$ cat src/rtl/nfc_command_programpage.sv
// rtl/nfc_command_programpage.sv - page-program command engine (80h, 5 addr, data-out, 10h, R/B# wait)
module nfc_command_programpage #(
    parameter int          NumberOfWays = 4,
    parameter logic [5:0]  CommandID    = 6'b000110,
    parameter logic [4:0]  TargetID     = 5'b00101,
    parameter logic [15:0] RBLowTimeout = 16'd1024
) (
    input  logic                    iSystemClock,
    input  logic                    iReset,
    input  logic [5:0]              iOpcode,
    input  logic [4:0]              iTargetID,
    input  logic [4:0]              iSourceID,
    input  logic [31:0]             iAddress,
    input  logic [15:0]             iLength,
    input  logic                    iCMDValid,
    output logic                    oCMDReady,
    input  logic [NumberOfWays-1:0] iWaySelect,
    output logic                    oStart,
    output logic                    oLastStep,
    input  logic [15:0]             iWriteData,
    input  logic                    iWriteLast,
    input  logic                    iWriteValid,
    output logic                    oWriteReady,
    output logic [7:0]              oACG_Command,
    output logic [2:0]              oACG_CommandOption,
    input  logic [7:0]              iACG_Ready,
    input  logic [7:0]              iACG_LastStep,
    output logic [NumberOfWays-1:0] oACG_TargetWay,
    output logic [15:0]             oACG_NumOfData,
    output logic                    oACG_CASelect,
    output logic [39:0]             oACG_CAData,
    output logic [15:0]             oACG_WriteData,
    output logic                    oACG_WriteLast,
    output logic                    oACG_WriteValid,
    input  logic                    iACG_WriteReady,
    input  logic [NumberOfWays-1:0] iACG_ReadyBusy
);

    typedef enum logic [2:0] {
        S_RESET    = 3'd0,
        S_READY    = 3'd1,
        S_CMD1     = 3'd2,
        S_ADDR     = 3'd3,
        S_DATA     = 3'd4,
        S_CMD2     = 3'd5,
        S_WAITLOW  = 3'd6,
        S_WAITHIGH = 3'd7
    } state_t;

    localparam logic [7:0]  CMD_CA       = 8'h08;
    localparam logic [7:0]  CMD_DATA_OUT = 8'h20;
    localparam logic [39:0] CA_PROGRAM1  = 40'h80_00_00_00_00;
    localparam logic [39:0] CA_PROGRAM2  = 40'h10_00_00_00_00;

    state_t                  r_state;
    state_t                  w_next_state;
    logic                    r_cmd_ready;
    logic                    r_last_step;
    logic [7:0]              r_command;
    logic [NumberOfWays-1:0] r_target_way;
    logic [15:0]             r_num_of_data;
    logic                    r_ca_select;
    logic [39:0]             r_ca_data;
    logic [23:0]             r_address;
    logic [15:0]             r_length;
    logic [15:0]             r_wait_cnt;
    logic [NumberOfWays-1:0] r_rb_stage;
    logic                    r_rb_sync;

    logic                    w_idle;
    logic                    w_accept;
    logic                    w_in_data;
    logic [7:0]              w_command_next;
    logic                    w_ca_select_next;
    logic [39:0]             w_ca_data_next;
    logic [15:0]             w_num_of_data_next;
    logic                    w_unused;

    // RESET behaves like READY for acceptance since oCMDReady already reads 1 there
    assign w_idle    = (r_state == S_READY) || (r_state == S_RESET);
    assign oStart    = (iOpcode == CommandID) && (iTargetID == TargetID) && iCMDValid;
    assign w_accept  = w_idle && oStart;
    assign w_in_data = (r_state == S_DATA);

    assign oCMDReady          = r_cmd_ready;
    assign oLastStep          = r_last_step;
    assign oACG_Command       = r_command;
    assign oACG_CommandOption = 3'b000;
    assign oACG_TargetWay     = r_target_way;
    assign oACG_NumOfData     = r_num_of_data;
    assign oACG_CASelect      = r_ca_select;
    assign oACG_CAData        = r_ca_data;

    assign oWriteReady     = w_in_data & iACG_WriteReady;
    assign oACG_WriteData  = iWriteData;
    assign oACG_WriteLast  = w_in_data & iWriteLast;
    assign oACG_WriteValid = w_in_data & iWriteValid;

    assign w_unused = ^{iSourceID, iAddress[31:24], iACG_Ready,
                        iACG_LastStep[7:6], iACG_LastStep[4], iACG_LastStep[2:0]};

    // state register
    always_ff @(posedge iSystemClock or negedge iReset) begin
        if (!iReset) begin
            r_state <= S_RESET;
        end else begin
            r_state <= w_next_state;
        end
    end

    // next-state: each ACG step holds until its done bit, then the R/B# low/high wait
    always_comb begin
        w_next_state = r_state;
        case (r_state)
            S_RESET, S_READY: w_next_state = w_accept ? S_CMD1 : S_READY;
            S_CMD1:     if (iACG_LastStep[3]) w_next_state = S_ADDR;
            S_ADDR:     if (iACG_LastStep[3]) w_next_state = S_DATA;
            S_DATA:     if (iACG_LastStep[5]) w_next_state = S_CMD2;
            S_CMD2:     if (iACG_LastStep[3]) w_next_state = S_WAITLOW;
            // busy is only trusted once the counter has moved, so WAITLOW lasts at least 2 cycles;
            // a busy pulse too short to be seen falls through to the timeout
            S_WAITLOW:  if ((!r_rb_sync && (r_wait_cnt != 16'd0)) || (r_wait_cnt >= RBLowTimeout))
                            w_next_state = S_WAITHIGH;
            S_WAITHIGH: if (r_rb_sync) w_next_state = S_READY;
            default:    w_next_state = S_READY;
        endcase
    end

    // ACG step fields decoded from the next state so they appear registered with the step
    always_comb begin
        w_command_next     = 8'h00;
        w_ca_select_next   = 1'b1;
        w_ca_data_next     = 40'h0;
        w_num_of_data_next = 16'h0;
        case (w_next_state)
            S_CMD1: begin
                w_command_next   = CMD_CA;
                w_ca_select_next = 1'b1;
                w_ca_data_next   = CA_PROGRAM1;
            end
            S_ADDR: begin
                w_command_next     = CMD_CA;
                w_ca_select_next   = 1'b0;
                w_ca_data_next     = {16'h0000, r_address};
                w_num_of_data_next = 16'd4;
            end
            S_DATA: begin
                w_command_next     = CMD_DATA_OUT;
                w_ca_select_next   = 1'b0;
                w_num_of_data_next = r_length;
            end
            S_CMD2: begin
                w_command_next   = CMD_CA;
                w_ca_select_next = 1'b1;
                w_ca_data_next   = CA_PROGRAM2;
            end
            default: begin
                w_command_next     = 8'h00;
                w_ca_select_next   = 1'b1;
                w_ca_data_next     = 40'h0;
                w_num_of_data_next = 16'h0;
            end
        endcase
    end

    // registered ACG request, ready/completion flags
    always_ff @(posedge iSystemClock or negedge iReset) begin
        if (!iReset) begin
            r_command     <= 8'h00;
            r_ca_select   <= 1'b1;
            r_ca_data     <= 40'h0;
            r_num_of_data <= 16'h0;
            r_cmd_ready   <= 1'b1;
            r_last_step   <= 1'b0;
        end else begin
            r_command     <= w_command_next;
            r_ca_select   <= w_ca_select_next;
            r_ca_data     <= w_ca_data_next;
            r_num_of_data <= w_num_of_data_next;
            r_cmd_ready   <= (w_next_state == S_READY);
            r_last_step   <= (r_state == S_WAITHIGH) && r_rb_sync;
        end
    end

    // way select tracks the host while idle and freezes once a program is under way
    always_ff @(posedge iSystemClock or negedge iReset) begin
        if (!iReset) begin
            r_target_way <= '0;
        end else if (w_idle) begin
            r_target_way <= iWaySelect;
        end
    end

    // capture row address and beat count on acceptance
    always_ff @(posedge iSystemClock or negedge iReset) begin
        if (!iReset) begin
            r_address <= 24'h0;
            r_length  <= 16'h0;
        end else if (w_accept) begin
            r_address <= iAddress[23:0];
            r_length  <= iLength;
        end
    end

    // WAITLOW dwell counter, cleared whenever the engine is elsewhere
    always_ff @(posedge iSystemClock or negedge iReset) begin
        if (!iReset) begin
            r_wait_cnt <= 16'h0;
        end else if (r_state == S_WAITLOW) begin
            if (r_wait_cnt != 16'hFFFF) begin
                r_wait_cnt <= r_wait_cnt + 16'd1;
            end
        end else begin
            r_wait_cnt <= 16'h0;
        end
    end

    // two-flop R/B# synchroniser on the selected way; idles high (ready)
    always_ff @(posedge iSystemClock or negedge iReset) begin
        if (!iReset) begin
            r_rb_stage <= {NumberOfWays{1'b1}};
            r_rb_sync  <= 1'b1;
        end else begin
            r_rb_stage <= r_target_way & iACG_ReadyBusy;
            r_rb_sync  <= |r_rb_stage;
        end
    end

endmodule

$ cat config.mk
export PLATFORM = sky130hd
export DESIGN_NAME = nfc_command_programpage
export DESIGN_NICKNAME = d
export VERILOG_FILES = /design/src/rtl/nfc_command_programpage.sv
export SDC_FILE = /design/constraint.sdc
export NUM_CORES = 1
export LEC_CHECK = 0
export CORE_UTILIZATION = 43
export CTS_BUF_LIST = sky130_fd_sc_hd__clkbuf_16
export CTS_CLUSTER_DIAMETER = 80
export DETAILED_ROUTE_END_ITERATION = 7
export PLACE_DENSITY = 0.8
export REMOVE_ABC_BUFFERS = 1
export SYNTH_ARGS = -nofsm -noshare
export SYNTH_HDL_FRONTEND = slang
export SYNTH_SLANG_ARGS = --single-unit
$ cat constraint.sdc
create_clock -name iSystemClock -period 2.2 [get_ports iSystemClock]
set_input_delay 0.22 -clock iSystemClock [delete_from_list [all_inputs] [get_ports iSystemClock]]
set_output_delay 0.22 -clock iSystemClock [all_outputs]
set_load 0.05 [all_outputs]
==> summary.md <==
| Metric | Value |
|---|---|
| Placed inst area | approximately 6000 µm² |
| Min-delay worst type | in2reg |
| Diode count | 0 |
| Slew @ Worst Pin | 682 ps |
| DRC viols | 0 |
| Pin count of the biggest net entering global routing | 54 |
| Fmax | between 500 and 600 MHz |
| Setup Crit Path Kind | reg2out |
| Number of port buffers | 121 |
| First-pass GRT wire length | about 19 mm |
| Post-DRT Antenna Nets | 0 |
| Later-pin clock latency in the skew report | 400 ps |
| FF-to-FF setup slack | 250 ps |
| Layout cells sized above 1 | about an eighth |
| Total CTS buffers | 17 |
| WHS | 347 ps |
| Most frequent cells in the layout | nand2_1, clkdlybuf4s50_1, dfrtp_1, and2_1, conb_1 |
| Die area | 11,900 µm² |
| Mapped Cells | 474 |
| Post-synth top area cell | dfrtp_1 |
| Fin worst setup slack | 240 ps |
| FF+latch count, synth | 115 |
| Clock tree from TritonCTS | done |
| Largest delay contributor family on the critical path | buffers and inverters |
| # clock sinks | 115 |
| R2r worst-path depth | 5 |
| Routed WL | roughly 12 mm |
| Initial antenna violation count | 0 |
| Final setup violation count | 0 |
| GPL Wtd Cong | about 0.82 |
| Crit. End Element | output pin |
| Post-synth top area share | between 50% and 60% |
| Worst-path cell chain | clkdlybuf4s50_1 |
| Pre-CTS setup slack | 188 ps |
| Area Growth Syn to Fin | 38.0% |
| Final Util | 61.9% |
| Peak supply drop | 0.634 mV |
| CTS root buffer | clkbuf_16 |
| Worst endpoint data arrival time | 1740 ps |
| Rel. slew slack | 54.5% |
| Ys flop type | dfrtp_1 |
| Slowest stage cell, crit path | clkdlybuf4s50_1 |
| Syn avg cell area | 10.4 µm² |
| Vias | 3,833 |
| Synth unique cells | 50 |
| Vias in the first global route | 3,945 |
| Post-synth EDFFs | 0 |
| RSZ-0062 raised after global routing | no |
| Setup bufs post-CTS | 0 |
| Sw Share | 30.2% |
| Final Hold Viols | 0 |
| Required @ worst endpoint | 1980 ps |
| GRT Resource Usage Total | 22.0% |
| Vias per cell | roughly 5.2 |
| # H-tree levels | 4 |
| LEAKAGE | 3.14 nW |
| Most common cell after layout, fill and taps aside | nand2_1 |
| Placed cells | 712 |
| Synthesis Warnings | 0 |
| Top post-synthesis cells by area | dfrtp_1, nand2_1, buf_4, and2_1, dfstp_2 |
| TritonRoute pass-1 iters | 4 |
| Drt initial violations | 178 |
| Initial Util | 44.8% |
| Final nets | 704 |
| Status | complete, no violations |
| Post-synthesis sequential area ratio | 58.6% |
| Pwr dens | a little over 1000 nW/µm² |
| Ports | 204 |
| Row count | 38 |
| Wirelength per Cell | 16.5 µm |
| HPWL Detailed | about 8.5 mm |
| Bufs on Longest Clock Path | 2 |
| Crit path largest cell delay | between 800 and 900 ps |
| Grt ovf | 0 |
| Die height | 109 µm |
| Post-synth ARST share | 100% |
| Net Switching | ~2.1 mW |
| Worst clock skew | 7.77 ps |
| Core ar. | 11,000 µm² |
| Syn Std Cell Area | 4920 µm² |
| CP max FO | 1 |
| CP Depth | 1 |
| Crit path time final | 1960 ps |
| Sequential Power Share | between 30% and 40% |
| Setup crit start kind | flip-flop |
| Max-slew violation count | 0 |
| Max-Cap Viols | 0 |
| Hold Crit Depth | 2 |
| Cell-internal power | 4.87 mW |
| Die width | approximately 110 µm |
| Setup_tns | 0 ps |
| Clock share of power | 41.3% |
| Clock transition at path regs | about 50 ps |
| Combinational share of power | 23.8% |
| Buf/Inv on CP | 1 |
| Fin area | 6800 µm² |
| Period utilisation layout | 89.1% |
| PnR Total Power | 6.98 mW |
| Non-filler cells, final | 743 |
==> worst reg2reg max path: stages (launching register included) <==
cell     delay (ps)
dfrtp_1         430
nor4_1          340
a41o_2          300
a41oi_4         240
buf_12          230
nor4_1          300
==> state kept, by name, summed over array words and instances, names as in the netlist <==
name,cells
r_length,16
r_address,24
oCMDReady,1
r_rb_sync,1
oLastStep,1
oACG_Command,2
r_wait_cnt,16
oACG_CAData,26
r_state,3
oACG_TargetWay,4
oACG_NumOfData,16
oACG_CASelect,1
r_rb_stage,4
==> logic make-up after synthesis <==
logic type	Yosys count	synth area share, %
adders and majority gates	2	0.508
muxes	5	1.12
xor gates and xnor gates	2	0.356
other	1	0.0761
AOI/OAI and AO/OA	38	5.54
DFF	115	58.6
and+or+nand+nor	244	25.2
buffers and inverters	67	8.59
==> synth_stat cells (2+ instances only) <==
cell      count
nand2_1     128
dfrtp_1     108
buf_4        41
and2_1       32
nor2_1       21
a21oi_1      12
clkbuf_1      9
nor4_1        9
nor4_2        9
buf_2         7
dfstp_2       7
inv_1         7
nor3_1        6
nand2b_1      5
nand3_1       5
nand4_1       5
o21ai_0       5
mux2_2        4
o41ai_1       4
and3_1        3
and4_1        3
nor2b_1       3
o31ai_1       3
or3_1         3
or4_1         3
a211oi_1      2
a31oi_1       2
a41o_1        2
ha_1          2
nor4bb_1      2
or4b_1        2
xnor2_1       2
==> cell type report <==
type                            instances  area [µm²]
Timing Repair Buffer                  137        1380
Fill cell                             851        4190
Sequential cell                       115        2890
Clock buffer                           17         425
Multi-Input combinational cell        314        1710
Tap cell                              140         175
Inverter                                7        26.3
Clock inverter                         13         193
==> power by group through the flow <==
stage                     Sequential [mW]  Combinational (mW)  Clock, mW
final                                2.44                1.66       2.88
after CTS                            2.44                1.65       2.92
after global routing                 2.47                1.75       3.02
after floorplan                      2.78               0.621          0
after global placement               2.46                1.59          0
after detailed placement             2.47                1.63          0
==> routing by layer <==
layer / part of all wire (%) / track usage [%] / vias to the layer above / wire length (µm)
li1: - / - / 1759 / -
met5: 0.55 / 4.46 / - / 68
met2: 49 / 36.3 / 179 / 6060
met1: 39 / 24.9 / 1862 / 4790
met4: 3.0 / 10.2 / 2 / 364
met3: 8.0 / 8.37 / 31 / 982
==> what timing repair did <==
action                                 in CTS  in global routing
resized for setup                           0                  0
endpoints found under the hold margin      46                  0
hold buffers                                1                  0
==> path summary, 6_finish.rpt <==
kind	from	to
setup / recovery	oACG_CASelect$_DFF_PN1_	oACG_CASelect
hold / removal	iACG_ReadyBusy[2]	r_rb_stage[2]$_DFF_PN1_
setup reg to reg	r_wait_cnt[6]$_DFFE_PN0P_	oACG_NumOfData[10]$_DFF_PN0_
hold reg to reg	r_address[10]$_DFFE_PN0P_	r_address[10]$_DFFE_PN0P_
max in group asynchronous	iReset	oACG_CASelect$_DFF_PN1_
min in group asynchronous	iReset	r_address[2]$_DFFE_PN0P_
Power figures use the tool's default switching activity.
